File: config.mk
export PLATFORM = sky130hd
export DESIGN_NAME = hc165_reader
export DESIGN_NICKNAME = d
export VERILOG_FILES = /design/src/rtl/hc165_reader.sv
export SDC_FILE = /design/constraint.sdc
export NUM_CORES = 1
export LEC_CHECK = 0
export ABC_CLOCK_PERIOD_IN_PS = 3650
export BUFFER_PORTS_ARGS = -buffer_cell sky130_fd_sc_hd__buf_2
export CAP_MARGIN = 25
export CORE_ASPECT_RATIO = 0.75
export CORE_UTILIZATION = 25
export CTS_CLUSTER_SIZE = 25
export DETAILED_ROUTE_END_ITERATION = 16
export GPL_ROUTABILITY_DRIVEN = 0
export PLACE_DENSITY_LB_ADDON = 0.1
export RECOVER_POWER = 100
export SYNTH_ARGS = -nofsm -noshare
export SYNTH_HDL_FRONTEND = slang
export SYNTH_SLANG_ARGS = --single-unit
File: constraint.sdc
create_clock -name sys_clk -period 3.65 [get_ports sys_clk]
set_input_delay 0.1825 -clock sys_clk [delete_from_list [all_inputs] [get_ports sys_clk]]
set_output_delay 0.1825 -clock sys_clk [all_outputs]
set_load 0.02 [all_outputs]
File: src/rtl/hc165_reader.sv
// hc165_reader: periodic snapshot reader for a chain of 74HC165 shift registers.
// Produces registered SH/LD# and CLK strobes and reports each completed scan.
module hc165_reader #(
   parameter int CLK_DIV  = 25,
   parameter int WIDTH    = 32,
   parameter int SCAN_GAP = 1000
) (
   input  logic             sys_clk,
   input  logic             sys_rst_n,
   input  logic             en,
   output logic             sh_ld_n,
   output logic             sh_clk,
   input  logic             sh_dat,
   output logic [WIDTH-1:0] data,
   output logic             valid,
   output logic             changed,
   output logic             busy
);

   localparam int DW = (CLK_DIV > 1) ? $clog2(CLK_DIV) : 1;
   localparam int BW = $clog2(WIDTH + 1);
   localparam int GW = $clog2(SCAN_GAP + 1);

   localparam logic [DW-1:0] DIV_LAST = DW'(CLK_DIV - 1);
   localparam logic [BW-1:0] BIT_LAST = BW'(WIDTH - 1);
   localparam logic [GW-1:0] GAP_MAX  = GW'(SCAN_GAP);
   localparam logic [GW-1:0] GAP_LAST = GW'(SCAN_GAP - 1);

   typedef enum logic [2:0] {
      S_IDLE,
      S_LOAD,
      S_SETTLE,
      S_SHIFT_LO,
      S_SHIFT_HI,
      S_DONE
   } state_t;

   state_t           r_state;
   state_t           w_state_nxt;

   logic [DW-1:0]    r_div;
   logic [BW-1:0]    r_bit;
   logic [GW-1:0]    r_gap;
   logic [WIDTH-1:0] r_shift;
   logic [WIDTH-1:0] r_data;
   logic             r_first;
   logic             r_ld_n;
   logic             r_clk;
   logic             r_valid;
   logic             r_changed;
   logic             r_busy;

   logic             w_div_last;
   logic             w_gap_done;
   logic             w_phase;
   logic             w_sample;
   logic             w_enter_done;
   logic             w_diff;
   logic             w_ld_n_nxt;
   logic             w_clk_nxt;
   logic             w_valid_nxt;
   logic             w_busy_nxt;

   assign w_div_last   = (r_div == DIV_LAST);
   // The cycle holding GAP_LAST is the last idle cycle, so the
   // steady-state idle stretch is exactly SCAN_GAP cycles long.
   assign w_gap_done   = (r_gap >= GAP_LAST);
   assign w_phase      = (r_state == S_LOAD)     ||
                         (r_state == S_SETTLE)   ||
                         (r_state == S_SHIFT_LO) ||
                         (r_state == S_SHIFT_HI);
   assign w_sample     = (r_state == S_SHIFT_LO) && w_div_last;
   assign w_enter_done = (w_state_nxt == S_DONE);
   assign w_diff       = (r_shift != r_data) || r_first;

   // State register
   always_ff @(posedge sys_clk or negedge sys_rst_n) begin
      if (!sys_rst_n) begin
         r_state <= S_IDLE;
      end else begin
         r_state <= w_state_nxt;
      end
   end

   // Next-state decode: each timed phase ends on its last divider cycle
   always_comb begin
      w_state_nxt = r_state;
      unique case (r_state)
         S_IDLE: begin
            if (en && w_gap_done) begin
               w_state_nxt = S_LOAD;
            end
         end
         S_LOAD: begin
            if (w_div_last) begin
               w_state_nxt = S_SETTLE;
            end
         end
         S_SETTLE: begin
            if (w_div_last) begin
               w_state_nxt = S_SHIFT_LO;
            end
         end
         S_SHIFT_LO: begin
            if (w_div_last) begin
               w_state_nxt = S_SHIFT_HI;
            end
         end
         S_SHIFT_HI: begin
            if (w_div_last) begin
               if (r_bit == BIT_LAST) begin
                  w_state_nxt = S_DONE;
               end else begin
                  w_state_nxt = S_SHIFT_LO;
               end
            end
         end
         S_DONE: begin
            w_state_nxt = S_IDLE;
         end
         default: begin
            w_state_nxt = S_IDLE;
         end
      endcase
   end

   // Output decode from the next state so the pins are registered
   // yet line up exactly with the state they belong to
   always_comb begin
      w_ld_n_nxt  = 1'b1;
      w_clk_nxt   = 1'b0;
      w_valid_nxt = 1'b0;
      w_busy_nxt  = 1'b1;
      unique case (w_state_nxt)
         S_IDLE: begin
            w_busy_nxt = 1'b0;
         end
         S_LOAD: begin
            w_ld_n_nxt = 1'b0;
         end
         S_SETTLE: begin
            w_ld_n_nxt = 1'b1;
         end
         S_SHIFT_LO: begin
            w_clk_nxt = 1'b0;
         end
         S_SHIFT_HI: begin
            w_clk_nxt = 1'b1;
         end
         S_DONE: begin
            w_valid_nxt = 1'b1;
         end
         default: begin
            w_busy_nxt = 1'b0;
         end
      endcase
   end

   // Registered pin and status outputs
   always_ff @(posedge sys_clk or negedge sys_rst_n) begin
      if (!sys_rst_n) begin
         r_ld_n  <= 1'b1;
         r_clk   <= 1'b0;
         r_valid <= 1'b0;
         r_busy  <= 1'b0;
      end else begin
         r_ld_n  <= w_ld_n_nxt;
         r_clk   <= w_clk_nxt;
         r_valid <= w_valid_nxt;
         r_busy  <= w_busy_nxt;
      end
   end

   // Phase divider: counts cycles within LOAD, SETTLE and both shift halves
   always_ff @(posedge sys_clk or negedge sys_rst_n) begin
      if (!sys_rst_n) begin
         r_div <= '0;
      end else if (w_phase && !w_div_last) begin
         r_div <= r_div + 1'b1;
      end else begin
         r_div <= '0;
      end
   end

   // Bit counter: cleared in SETTLE, advanced at the end of each high half
   always_ff @(posedge sys_clk or negedge sys_rst_n) begin
      if (!sys_rst_n) begin
         r_bit <= '0;
      end else if (r_state == S_SETTLE) begin
         r_bit <= '0;
      end else if ((r_state == S_SHIFT_HI) && w_div_last) begin
         r_bit <= r_bit + 1'b1;
      end
   end

   // Gap counter: saturating idle timer, restarted by each completed scan
   always_ff @(posedge sys_clk or negedge sys_rst_n) begin
      if (!sys_rst_n) begin
         r_gap <= '0;
      end else if (r_state == S_DONE) begin
         r_gap <= '0;
      end else if ((r_state == S_IDLE) && (r_gap != GAP_MAX)) begin
         r_gap <= r_gap + 1'b1;
      end
   end

   // Serial capture: QH has been stable for a whole low half when sampled,
   // so no synchronizer is needed; first bit ends up in the MSB
   always_ff @(posedge sys_clk or negedge sys_rst_n) begin
      if (!sys_rst_n) begin
         r_shift <= '0;
      end else if (w_sample) begin
         r_shift <= {r_shift[WIDTH-2:0], sh_dat};
      end
   end

   // Snapshot publish: data, change flag and first-scan tracking
   always_ff @(posedge sys_clk or negedge sys_rst_n) begin
      if (!sys_rst_n) begin
         r_data    <= '0;
         r_changed <= 1'b0;
         r_first   <= 1'b1;
      end else if (w_enter_done) begin
         r_data    <= r_shift;
         r_changed <= w_diff;
         r_first   <= 1'b0;
      end else begin
         r_changed <= 1'b0;
      end
   end

   assign sh_ld_n = r_ld_n;
   assign sh_clk  = r_clk;
   assign data    = r_data;
   assign valid   = r_valid;
   assign changed = r_changed;
   assign busy    = r_busy;

endmodule

; Word-level counts from Yosys, hierarchy flattened
; Cells that the tools add are included.
[op_classes]
n_lt_le_gt_ge = 1
mux = 17
n_addsub = 3
reduce_logical = 14
eq_ne = 14
[ops]
columns = operator, n
row1 = $ne A32 B32 Y1, 1
row2 = $mux W10, 2
row3 = $mux W3, 6
row4 = $pmux W3 S5, 1
row5 = $eq A3 B2 Y1 const B, 4
row6 = $eq A3 B3 Y1 const B, 4
row7 = $mux W6, 2
row8 = $add A10 B1 Y10 const B, 1
row9 = $ge A10 B10 Y1 const B, 1
row10 = $ne A10 B10 Y1 const B, 1
row11 = $add A6 B1 Y6 const B, 1
row12 = $eq A3 B1 Y1 const B, 2
row13 = $eq A6 B5 Y1 const B, 1
row14 = $add A5 B1 Y5 const B, 1
row15 = $eq A5 B5 Y1 const B, 1
row16 = $logic_and A1 B1 Y1, 5
row17 = $mux W1, 5
row18 = $mux W5, 1
row19 = $reduce_or A5 Y1, 1
row20 = $logic_or A1 B1 Y1, 4
row21 = $reduce_bool A2 Y1, 2
row22 = $logic_not A3 Y1, 1
row23 = $logic_not A1 Y1, 1
[word_totals]
elab_cells = 61
out_inout_bits = 37
register_bits = 94
inputBits = 4

; Logic depth before layout (Yosys ltp)
[depth]
word_depth = 7
ltp_mapped = 8
mapped_depth_nobuf = 7

; Least setup slack after synthesis
; No wires, ideal clock.
[synth_timing]
path_kind = reg2reg
start = reg r_div[0]
end = reg r_shift[10]
slack_ns = 1.718
setup_ns = 0.125
arrival_ns = 1.807
required_time_ns = 3.525
path_stages_with_launch = 9
n_path_buf = 3
synth_period_minus_slack_ns = 1.932
cell_sequence = dfrtp_1 -> inv_1 -> ha_1 -> and4b_1 -> clkbuf_1 -> and3_1 -> buf_2 -> buf_2 -> mux2_2
[synth_between]
elab_chain_len = 2
[synth_lines]
columns = item, line
row1 = start: declaration, 41  ; logic [DW-1:0] r_div;
row2 = start signal: assignment, 179  ; r_div <= r_div + 1'b1;
row3 = $eq A5 B5 Y1, 64  ; assign w_div_last = (r_div == DIV_LAST);
row4 = $logic_and A1 B1 Y1, 72  ; assign w_sample = (r_state == S_SHIFT_LO) && w_div_last;
row5 = end signal: assignment, 213  ; r_shift <= {r_shift[WIDTH-2:0], sh_dat};
row6 = end: declaration, 44  ; logic [WIDTH-1:0] r_shift;
; No other way between the ends.
; A chain may end at the register's enable or synchronous reset.

==> results.md <==
| Metric | Value |
|---|---|
| Setup Viol. Count Final | 0 |
| Cell-by-cell listing of the critical path | dlygate4sd3_1, clkbuf_1, buf_4 |
| Core area | 0.0169 mm2 |
| Number of filler instances in the final layout | 1755 |
| Final critical-path share of the clock period | 68.4% |
| Kind of cell with the highest combined delay on the critical path | buffers and inverters |
| Synthesized area divided by synthesized cell count | 13.3 um2 |
| Number of CTS-inserted buffers | 9 |
| Nets | 375 |
| Worst slew pin tran | 2.19 ns |
| Primary FF master, synth | sky130_fd_sc_hd__dfrtp_1 |
| Number of clock sinks | 94 |
| Die Area | 0.0178 mm2 |
| DRT iter0 DRCs | 118 |
| Count of nets left with antenna violations after detail routing | 0 |
| Class of the tightest hold or removal check | input port to register |
| Commonest cells after routing, fill and taps aside | sky130_fd_sc_hd__dfrtp_1 (92), sky130_fd_sc_hd__clkbuf_1 (38), sky130_fd_sc_hd__mux2_1 (35) |
| Total number of yosys warnings | 0 |
| Level count of the clock H-tree | 3 |
| Crit path to | r_first$_DFFE_PN1P_ |
| Most frequent standard cell in the layout excluding fill and tap cells | sky130_fd_sc_hd__dfrtp_1 |
| Data required time at the worst endpoint | 4.09 ns |
| Pwr Density | 427 mW/mm2 |
| CP Buf/Inv Count | 3 |
| CTS clk-pin slew, worst paths | 0.06 ns |
| Count of cell instances traversed by the critical path | 3 |
| Horizontal die dimension | 154 um |
| Terminus of the critical flop-to-flop path | data[7]$_DFFE_PN0P_ |
| Worst-case reg-to-reg path depth | 4 |
| Worst hold-check slack | 0.0974 ns |
| Cell count after synthesis | 324 |
| Critical-path top delay cell | sky130_fd_sc_hd__clkbuf_1 |
| Peak supply drop | 0.220 mV |
| Outcome | finished, violations left |
| Overflow left after global routing | 0 |
| Pins Over Slew Limit | 38 |
| Half-perimeter wire length of the detailed placement result | 6010 um |
| Critical path startpoint category | input port |
| Root cell of the clock tree | sky130_fd_sc_hd__clkbuf_16 |
| Critical path class | input port to asynchronous set/reset pin |
| Count of standard-cell rows | 41 |
| Pleak | 2.42 nW |
| Area overhead of the layout relative to synthesis | 13.1% |
| Area share of the largest cell type after synthesis | 53.3% |
| Number of flops mapped to enable cells by yosys | 0 |
| Delay of the slowest critical-path stage | 1.56 ns |
| First-pass GRT wire length | 14700 um |
| Count of cells resized by post-cts repair | 0 |
| FMAX | 0.401 GHz |
| Most area-hungry cell type in the Yosys netlist | sky130_fd_sc_hd__dfrtp_1 |
| All-layer global routing usage | 11.1% |
| Max-Cap Viols | 1 |
| Fraction of registers with async set or reset after synthesis | 100% |
| Via density per instance | 4.26 |
| Hold Violations, Final | 0 |
| Initial cell density of the core | 25.6% |
| Mean routed wirelength per cell | 15.2 um |
| Antenna Cells | 0 |
| Setup TNS | 0 ns |
| Failing checks | max-capacitance violations, max-slew violations |
| Synth cell types | 40 |
| Pin count of the biggest net entering global routing | 38 |
| Arrival time at the worst endpoint | 2.93 ns |
| Critical path startpoint | sys_rst_n |
| Critical path endpoint category | asynchronous set/reset pin |
| CTS tree | done |
| Launch point of the worst reg-to-reg path | r_state[2]$_DFF_PN0_ |
| Vias after detailed routing | 2498 |
| IO Pins | 41 |
| Highest fanout seen on the critical path | 37 |
| Proportion of layout cells with a drive suffix above 1 | 14.6% |
| Synthesized net count | 333 |
| Wirelength, routed | 8920 um |
| Total standard cell area after synthesis | 0.00432 mm2 |
| Proportion of synthesized chip area in sequential cells | 54.6% |
| Number of buffers added on ports | 40 |
| Number of search-and-repair iterations in the first detailed-routing pass | 4 |
| DR DRC count | 0 |
| Clock tree buffer depth | 2 |
| Post-route minimum period | 2.50 ns |
| R2r setup slk | 1.18 ns |
| Seq cells post-synth | 94 |
| Main area contributors after synthesis | sky130_fd_sc_hd__dfrtp_1 (53%), sky130_fd_sc_hd__mux2_4 (9.4%), sky130_fd_sc_hd__mux2_2 (7.6%) |
| Setup repair after global routing missed its margin | false |
| Max transition margin | -46.1% |
| Die Y-Extent | 116 um |
| Antenna violations before repair | 0 |
| Clock latency on the worst-skew pair | 0.34 ns |
| Max Clock Skew | 0.0107 ns |
| Vias in the first global route | 2521 |
## layer usage
| metal | vias to the layer above | GRT usage (%) | routed length (um) |
|---|---|---|---|
| li1 | 1212 | - | - |
| met5 | - | 0 | 0 |
| met2 | 33 | 15.4 | 3630 |
| met3 | 4 | 3.25 | 331 |
| met4 | 0 | 3.80 | 79 |
| met1 | 1249 | 16.3 | 4880 |
## cells by family after synthesis
kind of cell,count (synthesis),share of synthesized area (%)
buffers and inverters,20,2.58
AO/OA/AOI/OAI,13,2.00
adder cells (fa/ha/maj),5,1.45
flip-flops,94,54.6
AND/OR/NAND/NOR,76,9.77
XOR/XNOR,50,10.1
multiplexers,66,19.5
## worst min path at each step
stage                         start                endpoint  slack (ns)  cells after the start
after floorplan           sys_rst_n          busy$_DFF_PN0_       -0.11                      0
after CTS                    sh_dat  r_shift[0]$_DFFE_PN0P_        0.08                      2
final                        sh_dat  r_shift[0]$_DFFE_PN0P_         0.1                      2
after global routing         sh_dat  r_shift[0]$_DFFE_PN0P_        0.11                      2
after global placement    sys_rst_n         valid$_DFF_PN0_        0.21                      1
after detailed placement  sys_rst_n         valid$_DFF_PN0_        0.21                      1
## cells in the mapped netlist (all sizes together) (2+ instances only)
cell type / n
xnor2: 20
and3: 4
mux2i: 2
dfrtp: 92
clkbuf: 4
xor2: 30
a21oi: 3
or3: 2
buf: 9
nand3: 6
nand2: 10
inv: 7
mux2: 64
nor2: 26
nor3: 2
ha: 5
dfstp: 2
o21bai: 2
and2: 2
o21ai: 3
nor4: 6
nand4: 11
## flip-flops by register name, summed over array words and instances (netlist names)
register	cells
data	32
r_first	1
r_shift	32
r_div	5
r_state	3
sh_clk	1
r_bit	6
busy	1
changed	1
valid	1
r_gap	10
sh_ld_n	1
## what timing repair did
action                                  in CTS  in global routing
hold buffers                                 1                  0
buffers inserted                             0                  0
endpoints found under the setup margin       0                  0
endpoints found under the hold margin       34                  0
## worst reg2reg max path, stage by stage, from the launching register on
cell and delay, ns:
sky130_fd_sc_hd__dfrtp_1 0.52, sky130_fd_sc_hd__or3b_1 0.46, sky130_fd_sc_hd__nor2_1 0.46, sky130_fd_sc_hd__nand2_4 0.42
sky130_fd_sc_hd__mux2_1 0.50
## final cells by class
type / count / area, um2 / share of cell area [%]
timing repair buffer: 44 / 183 / 3.74
multi-input combinational: 210 / 1730 / 35.4
clock inverter: 6 / 85.1 / 1.74
inverter: 7 / 26.3 / 0.538
tap: 215 / 269 / 5.51
sequential: 94 / 2350 / 48.2
clock buffer: 10 / 239 / 4.89
## power breakdown
| part | internal (mW) | switching [mW] | total [mW] | leakage (nW) |
|---|---|---|---|---|
| sequential | 1.04 | 0 | 1.04 | 1.29 |
| clock | 0.617 | 0.404 | 1.02 | 0.154 |
| combinational | 0.00318 | 0.0218 | 0.0250 | 0.974 |
## stage by stage
| step | cell area, um2 | total power [mW] | util (%) | instances | setup slack [ns] |
|---|---|---|---|---|---|
| after floorplan | 4320 | 1.06 | - | 324 | 1.72 |
| after global placement | 4730 | 1.09 | 28.0 | 569 | 1.44 |
| after detailed placement | 4730 | 1.09 | 28.0 | 569 | 1.38 |
| after CTS | 5060 | 2.13 | 30.0 | 586 | 1.38 |
| after global routing | 4880 | 2.18 | 28.9 | 586 | 0.709 |
| final | 4880 | 2.09 | 28.9 | 586 | 1.15 |
(Power assumes the default switching activity.)
